===== config.mk =====
export PLATFORM = sky130hd
export DESIGN_NAME = sb_rx_msg_queue
export DESIGN_NICKNAME = d
export VERILOG_FILES = /design/src/rtl/sb_rx_msg_queue.sv
export SDC_FILE = /design/constraint.sdc
export NUM_CORES = 1
export LEC_CHECK = 0
export CELL_PAD_IN_SITES_DETAIL_PLACEMENT = 0
export CELL_PAD_IN_SITES_GLOBAL_PLACEMENT = 1
export CORE_MARGIN = 5
export CORE_UTILIZATION = 25
export DETAILED_ROUTE_END_ITERATION = 12
export PLACE_DENSITY_LB_ADDON = 0.1
export SETUP_SLACK_MARGIN = 0.1
export SYNTH_ARGS = -nofsm -noshare
export SYNTH_HDL_FRONTEND = slang
export SYNTH_SLANG_ARGS = --single-unit

===== constraint.sdc =====
create_clock -name clk_100MHz -period 6.75 [get_ports clk_100MHz]
set_input_delay 1.35 -clock clk_100MHz [delete_from_list [all_inputs] [get_ports clk_100MHz]]
set_output_delay 1.35 -clock clk_100MHz [all_outputs]
set_load 0.01 [all_outputs]

===== src/rtl/sb_rx_msg_queue.sv =====
// Sideband receive message queue: buffers decoded SB messages with payloads and
// delivers them to the LTSM blocks one per request pulse, dropping retransmitted duplicates.
module sb_rx_msg_queue #(
    parameter int DEPTH = 4,
    parameter bit DEDUP = 1'b1,
    parameter int MSG_W = 8
) (
    input  logic                     clk_100MHz,
    input  logic                     reset_n,
    input  logic [MSG_W-1:0]         wr_msg_i,
    input  logic [63:0]              wr_data_i,
    input  logic                     wr_valid_i,
    input  logic                     flush_i,
    input  logic                     SB_RX_msg_req_i,
    output logic [MSG_W-1:0]         SB_RX_msg_o,
    output logic [63:0]              SB_RX_dataBus_o,
    output logic                     SB_RX_msg_valid_o,
    output logic                     empty_o,
    output logic                     full_o,
    output logic [$clog2(DEPTH):0]   count_o,
    output logic                     overflow_o,
    output logic [7:0]               drop_cnt_o
);

    // state      | meaning
    // ST_IDLE    | no delivery this cycle, a request may pop the head
    // ST_DELIVER | head is on the outputs with the valid pulse high
    localparam logic [0:0] ST_IDLE    = 1'b0;
    localparam logic [0:0] ST_DELIVER = 1'b1;

    localparam int PW = $clog2(DEPTH);
    localparam int CW = PW + 1;
    localparam logic [CW-1:0] FULL_CNT = CW'(DEPTH);

    logic [MSG_W-1:0] mem_msg  [DEPTH];
    logic [63:0]      mem_data [DEPTH];

    logic [PW-1:0]    wr_ptr;
    logic [PW-1:0]    rd_ptr;
    logic [CW-1:0]    count;
    logic [CW-1:0]    count_nxt;
    logic [MSG_W-1:0] newest_msg;
    logic [63:0]      newest_data;
    logic [0:0]       state;
    logic [0:0]       state_nxt;

    logic is_full;
    logic is_empty;
    logic is_dup;
    logic do_push;
    logic do_drop;
    logic do_pop;

    // Dup and full decisions use the registered count so a same-cycle pop never changes them.
    always_comb begin
        is_full  = (count == FULL_CNT);
        is_empty = (count == '0);
        is_dup   = DEDUP && !is_empty
                   && (wr_msg_i == newest_msg) && (wr_data_i == newest_data);
        do_push  = wr_valid_i && !flush_i && !is_full && !is_dup;
        do_drop  = wr_valid_i && !flush_i && is_full && !is_dup;
        do_pop   = SB_RX_msg_req_i && !flush_i && !is_empty && (state == ST_IDLE);
    end

    always_comb begin
        count_nxt = count;
        if (flush_i) begin
            count_nxt = '0;
        end else begin
            case ({do_push, do_pop})
                2'b10:   count_nxt = count + CW'(1);
                2'b01:   count_nxt = count - CW'(1);
                default: count_nxt = count;
            endcase
        end
    end

    always_comb begin
        state_nxt = ST_IDLE;
        if (!flush_i && do_pop) begin
            state_nxt = ST_DELIVER;
        end
    end

    // Entry storage carries no reset; only slots between rd_ptr and wr_ptr are ever read.
    always_ff @(posedge clk_100MHz) begin
        if (do_push) begin
            mem_msg[wr_ptr]  <= wr_msg_i;
            mem_data[wr_ptr] <= wr_data_i;
        end
    end

    always_ff @(posedge clk_100MHz or negedge reset_n) begin
        if (!reset_n) begin
            wr_ptr      <= '0;
            rd_ptr      <= '0;
            count       <= '0;
            empty_o     <= 1'b1;
            full_o      <= 1'b0;
            newest_msg  <= '0;
            newest_data <= '0;
            state       <= ST_IDLE;
        end else begin
            count   <= count_nxt;
            empty_o <= (count_nxt == '0);
            full_o  <= (count_nxt == FULL_CNT);
            state   <= state_nxt;
            if (flush_i) begin
                wr_ptr      <= '0;
                rd_ptr      <= '0;
                newest_msg  <= '0;
                newest_data <= '0;
            end else begin
                if (do_push) begin
                    wr_ptr      <= wr_ptr + PW'(1);
                    newest_msg  <= wr_msg_i;
                    newest_data <= wr_data_i;
                end
                if (do_pop) begin
                    rd_ptr <= rd_ptr + PW'(1);
                end
            end
        end
    end

    // Delivery registers hold the popped entry for exactly the pulse cycle, zero otherwise.
    always_ff @(posedge clk_100MHz or negedge reset_n) begin
        if (!reset_n) begin
            SB_RX_msg_o     <= '0;
            SB_RX_dataBus_o <= '0;
        end else if (do_pop) begin
            SB_RX_msg_o     <= mem_msg[rd_ptr];
            SB_RX_dataBus_o <= mem_data[rd_ptr];
        end else begin
            SB_RX_msg_o     <= '0;
            SB_RX_dataBus_o <= '0;
        end
    end

    // Loss flags survive flush so the LTSM can still see that messages were dropped.
    always_ff @(posedge clk_100MHz or negedge reset_n) begin
        if (!reset_n) begin
            overflow_o <= 1'b0;
            drop_cnt_o <= '0;
        end else if (do_drop) begin
            overflow_o <= 1'b1;
            if (drop_cnt_o != 8'hFF) begin
                drop_cnt_o <= drop_cnt_o + 8'd1;
            end
        end
    end

    assign SB_RX_msg_valid_o = (state == ST_DELIVER);
    assign count_o           = count;

endmodule

# After elaboration in Yosys (flattened, before gate mapping)
# Memory sizes are Yosys's and may differ from the RTL's.
# Index checks and enable logic that the tools add are counted.
# word_totals
reg_bits,163
latchBits,0
mem_bits_rw,288
mem_bits_ro,0
input_bits,77
output_inout_bits,87
word_cells,62
mem_count,2
# memory_table
memory,words,word_bits,read_ports,rd_clocked_by_memory_dff,write_ports,line,rtl
mem_data,4,64,1,0,1,36,logic [63:0] mem_data [DEPTH];
mem_msg,4,8,1,0,1,35,logic [MSG_W-1:0] mem_msg [DEPTH];
# classes
addsub,5
multipliers,0
div_mod_pow,0
magnitude_cmp,0
eq_ne,7
shift,0
n_mux,15
n_bitwise,1
reduce_logical,20
# ops
op,n
$mux W64,3
$eq A64 B64 Y1,1
$mux W8,3
$logic_and A1 B1 Y1,11
$add A8 B1 Y8 const B,1
$eq A8 B8 Y1,1
$mux W2,4
$ne A8 B8 Y1 const B,1
$eq A3 B3 Y1 const B,2
$logic_not A3 Y1,2
$pmux W3 S2,1
$add A2 B1 Y2 const B,2
$logic_not A1 Y1,4
$reduce_bool A2 Y1,2
$add A3 B1 Y3 const B,1
$mux W1,3
$mux W3,1
$sub A3 B1 Y3 const B,1
$eq A2 B1 Y1 const B,1
$eq A2 B2 Y1 const B,1
$reduce_and A2 Y1,1
$not A1 Y1,1

# Longest topological paths before layout
# logic_depth
word_depth,10
mapped_depth,15

# Worst setup path before layout
# Ideal clock, no wire load.
# synth_path
path_type,input to register
startpoint,input wr_data_i[50]
endpoint,"memory mem_data[0][0], enable pin"
arrival_time_ps,5450
required_time_ps,6247
setup_slack_ps,797
cell_stages,9
n_path_buf,2
path_cell_list,xor2_1 nor4_1 nand4_1 nor4_1 a21oi_1 buf_4 buf_6 nand2b_1 nor2_1
# synth_via
elab_chain_len,6
# synth_rtl
item,line,rtl
"start, declared",11,"input logic [63:0] wr_data_i,"
$eq A64 B64 Y1,59,&& (wr_msg_i == newest_msg) && (wr_data_i == newest_data);
$logic_and A1 B1 Y1,59,
$logic_not A1 Y1,60,do_push = wr_valid_i && !flush_i && !is_full && !is_dup;
$logic_and A1 B1 Y1,60,
$mux W1,87,if (do_push) begin
$mux W1 (not written as such),89,mem_data[wr_ptr] <= wr_data_i;
"end, declared",36,
# No other way between the ends.

# Final worst setup path
# layout_path
startpoint,input wr_data_i[38]
endpoint,register full_o
# layout_via
elab_chain_len,8
elab_cells_between_ends,9
cone_classes,eq/ne: 4; mux: 2; reduce/logical: 3
# layout_rtl
item,line,rtl
$eq A64 B64 Y1 *,59,
$logic_and A1 B1 Y1 *,59,
$logic_not A1 Y1 *,60,
$logic_and A1 B1 Y1 *,60,
$eq A2 B1 Y1 or $eq A2 B2 Y1 (tied branches),70,"case ({do_push, do_pop})"
$pmux W3 S2 *,70,
$mux W3 *,67,if (flush_i) begin
$eq A3 B3 Y1 *,106,full_o <= (count_nxt == FULL_CNT);
"end signal, assigned",106,
"end, declared",19,"output logic full_o,"
# Mark *: on every way between the ends. The rest lies on a longest branch, timed or not.
# A chain may end at the register's enable or synchronous reset.

==> flow_summary.json <==
{
  "critical_path_required_ns": 7.24,
  "p_switching_uw": 1510,
  "worstMarginPinSlew_ns": 1.06,
  "synth_top_family_by_area": "multiplexers",
  "grt-ovfl-total": 0,
  "setup_viol": 0,
  "final_common_cell": "edfxtp_1",
  "clk_root_buffer_cell": "clkbuf_16",
  "final_layout_size_suffix_gt1_share_pct": 15.2,
  "power.share.sequential_pct": 47.7,
  "fin_ws_ns": 2.19,
  "core_area_sq_um": 68800,
  "ctsHoldBuffers": 0,
  "io_buffers": 163,
  "cp-end-kind": "register",
  "setup-tns-final_ns": 0,
  "yosysTopAreaCell": "edfxtp_1",
  "cellPowerDensity_nw_per_um2": 298,
  "combPwrFrac_pct": 8.3,
  "crit_path_top_delay_cell": "clkdlybuf4s50_1",
  "drc": 0,
  "maxSlewHeadroom_pct": 29.5,
  "maxCapViolCount": 0,
  "synth_cells": 976,
  "status": "finished clean",
  "chipHeight_um": 274,
  "num_rows": 96,
  "clock_sinks": 451,
  "worstPathCellList": "clkdlybuf4s50_1, xor2_1, nor4_1, nand4_1, nor4_1, a21oi_4, nand2b_1, ha_1, fa_1, mux2i_1, a21oi_1, nor3_1",
  "clk-insertion-delay-late_ns": 0.59,
  "power.static_leakage_uw": 0.00811,
  "crit_path_max_incr_delay_ns": 0.55,
  "pre_cts_slack_ns": 1.58,
  "switching_share_pct": 23.1,
  "crit_fanout": 6,
  "ys_ff_latch": 451,
  "synth_xor_area_share_pct": 4.17,
  "post-cts-setup-buffer-count": 0,
  "start_util_pct": 25.3,
  "area_growth_pct": 26.2,
  "drtPass1Iterations": 4,
  "hp-class": "register to register",
  "synthMuxAreaShare_pct": 13.8,
  "htree_levels": 2,
  "cts_buffers": 53,
  "die_x_um": 274,
  "cts_resized": 0,
  "ys_top_cells_by_area": "edfxtp_1 50%, dfrtp_1 23%, mux4_2 9.3%",
  "hpwl_um": 29300,
  "fmax_ghz": 0.219,
  "synth-compound-area-share_pct": 0.108,
  "clock_skew_ns": 0.0272,
  "vdd_ir_drop_max_mv": 0.171,
  "cp-start-kind": "input port",
  "yosys_warnings": 0,
  "cts_tree": "built",
  "nets": 1253,
  "yosysSeqAreaShare_pct": 73.1,
  "rsz0062_at_grt": "false",
  "synth_top_area_share_pct": 49.7,
  "clkPwrFrac_pct": 44.0,
  "fin_crit_sh_pct": 67.6,
  "crit_top_cell": "nor4_1",
  "via_count": 8997,
  "placed_cells": 2045,
  "viasPerCell": 4.19,
  "worst-setup-path-type": "input port to register",
  "io_pins": 164,
  "finalHoldViolations": 0,
  "gp_congestion": 0.762,
  "drt_iter0_markers": 523,
  "internal_power_uw": 5040,
  "clockBufferDepth": 3,
  "crit_buf_inv": 1,
  "layout_common_cells": "288 x edfxtp_1, 161 x clkdlybuf4s50_1, 160 x dfrtp_1",
  "synthSimpleGateAreaFrac_pct": 7.02,
  "antenna_found_initial": 2,
  "syn_nets": 1060,
  "cpLargestDelayFamily": "simple AND/OR/NAND/NOR gates",
  "avgSynthCellArea_sq_um": 17.8,
  "grt_pass1_wl_um": 70300,
  "die-area_sq_um": 75000,
  "grt_max_degree": 148,
  "finalWirelength_um": 47300,
  "min_period_ns": 4.56,
  "grt_pass1_vias": 9966,
  "drt.antenna.violating_nets": 0,
  "finish.utilization_pct": 31.9,
  "clk_pin_slew_ns": 0.06,
  "synth_cell_types": 29,
  "cp_data_arrival_time_ns": 5.06,
  "drv_slew": 0,
  "routedWlPerCell_um": 22.0,
  "syn_area_sq_um": 17400,
  "grtUsageTotal_pct": 12.7,
  "synth_fa_ha_area_share_pct": 0.546,
  "instances_no_fill": 2145
}
[registers in the layout, summed over array words and instances (netlist names)]
| register | cells |
|---|---|
| count_o | 3 |
| newest_msg | 8 |
| mem_data | 256 |
| SB_RX_msg_valid_o | 1 |
| mem_msg | 32 |
| empty_o | 1 |
| SB_RX_dataBus_o | 64 |
| overflow_o | 1 |
| newest_data | 64 |
| wr_ptr | 2 |
| full_o | 1 |
| drop_cnt_o | 8 |
| SB_RX_msg_o | 8 |
| rd_ptr | 2 |
[per-layer routing]
metal  share of wire (%)  global-route usage (%)  vias up
li1                    -                       -     4060
met1                  44                    16.9     4704
met2                  49                    21.3      172
met3                 4.7                    2.80       59
met4                 1.7                    2.91        2
met5               0.027                       0        -
[cells by family after synthesis]
group                    count (synthesis)
flip-flops                             451
AND/OR/NAND/NOR                        236
multiplexers                           149
AO/OA/AOI/OAI                            3
XOR/XNOR                                83
adder cells (fa/ha/maj)                  7
buffers and inverters                   47
[through the flow]
step / hold slack (ns) / area [sq um] / power (uW)
after floorplan: 0.498 / 17400 / 3440
after global placement: 0.459 / 20200 / 3750
after detailed placement: 0.458 / 20200 / 3750
after CTS: 0.473 / 22000 / 6690
after global routing: 0.497 / 22000 / 6850
final: 0.476 / 22000 / 6550
[cells in the mapped netlist (all sizes together)]
| cell | number |
|---|---|
| and4 | 1 |
| mux2 | 3 |
| nand2 | 6 |
| clkbuf | 26 |
| ha | 6 |
| nor2 | 94 |
| nor3 | 6 |
| dfstp | 1 |
| xnor2 | 9 |
| a31o | 1 |
| dfrtp | 162 |
| fa | 1 |
| nand4 | 14 |
| and2 | 73 |
| edfxtp | 288 |
| xor2 | 74 |
| nor4 | 31 |
| nor4b | 2 |
| inv | 6 |
| a21oi | 2 |
| and3 | 4 |
| buf | 15 |
| mux4 | 72 |
| mux2i | 74 |
| nand2b | 2 |
| nand3 | 3 |
[power groups by stage]
stage / clock, uW / combinational (uW) / sequential (uW)
global placement: 0 / 567 / 3180
finish: 2880 / 545 / 3120
floorplan: 0 / 266 / 3170
CTS: 3000 / 569 / 3130
global route: 3110 / 602 / 3140
detailed placement: 0 / 566 / 3180
[path summary, 6_finish.rpt]
| kind | startpoint | end | slack [ns] | depth (start not counted) |
|---|---|---|---|---|
| max | wr_data_i[38] | full_o$_DFF_PN0_ | 2.19 | 12 |
| min | overflow_o$_DFFE_PN0P_ | overflow_o$_DFFE_PN0P_ | 0.48 | 1 |
| max reg2reg | count_o[0]$_DFF_PN0_ | mem_data[3][15]$_DFFE_PP_ | 2.86 | 8 |
| min reg2reg | overflow_o$_DFFE_PN0P_ | overflow_o$_DFFE_PN0P_ | 0.48 | 1 |
| max in group asynchronous | reset_n | rd_ptr[0]$_DFFE_PN0P_ | 4.85 | 2 |
| min in group asynchronous | reset_n | SB_RX_dataBus_o[20]$_DFF_PN0_ | 0.59 | 1 |
[cell type report]
class | instances | area [sq um]
tap | 931 | 1160
multi-input combinational | 478 | 4510
inverter | 6 | 22.5
clock inverter | 27 | 279
fill | 6715 | 46800
antenna | 1 | 2.50
sequential | 451 | 12700
timing repair buffer | 179 | 1790
clock buffer | 72 | 1490
[worst register-to-register path: stages (launching register included)]
cell	delay, ns
dfrtp_1	0.47
nor3_1	0.86
nor3_1	0.14
nand4_1	0.14
nor4_1	0.08
a21oi_4	0.19
nand2b_1	0.28
nor2_4	0.78
buf_4	0.58
Power figures use the tool's default switching activity.
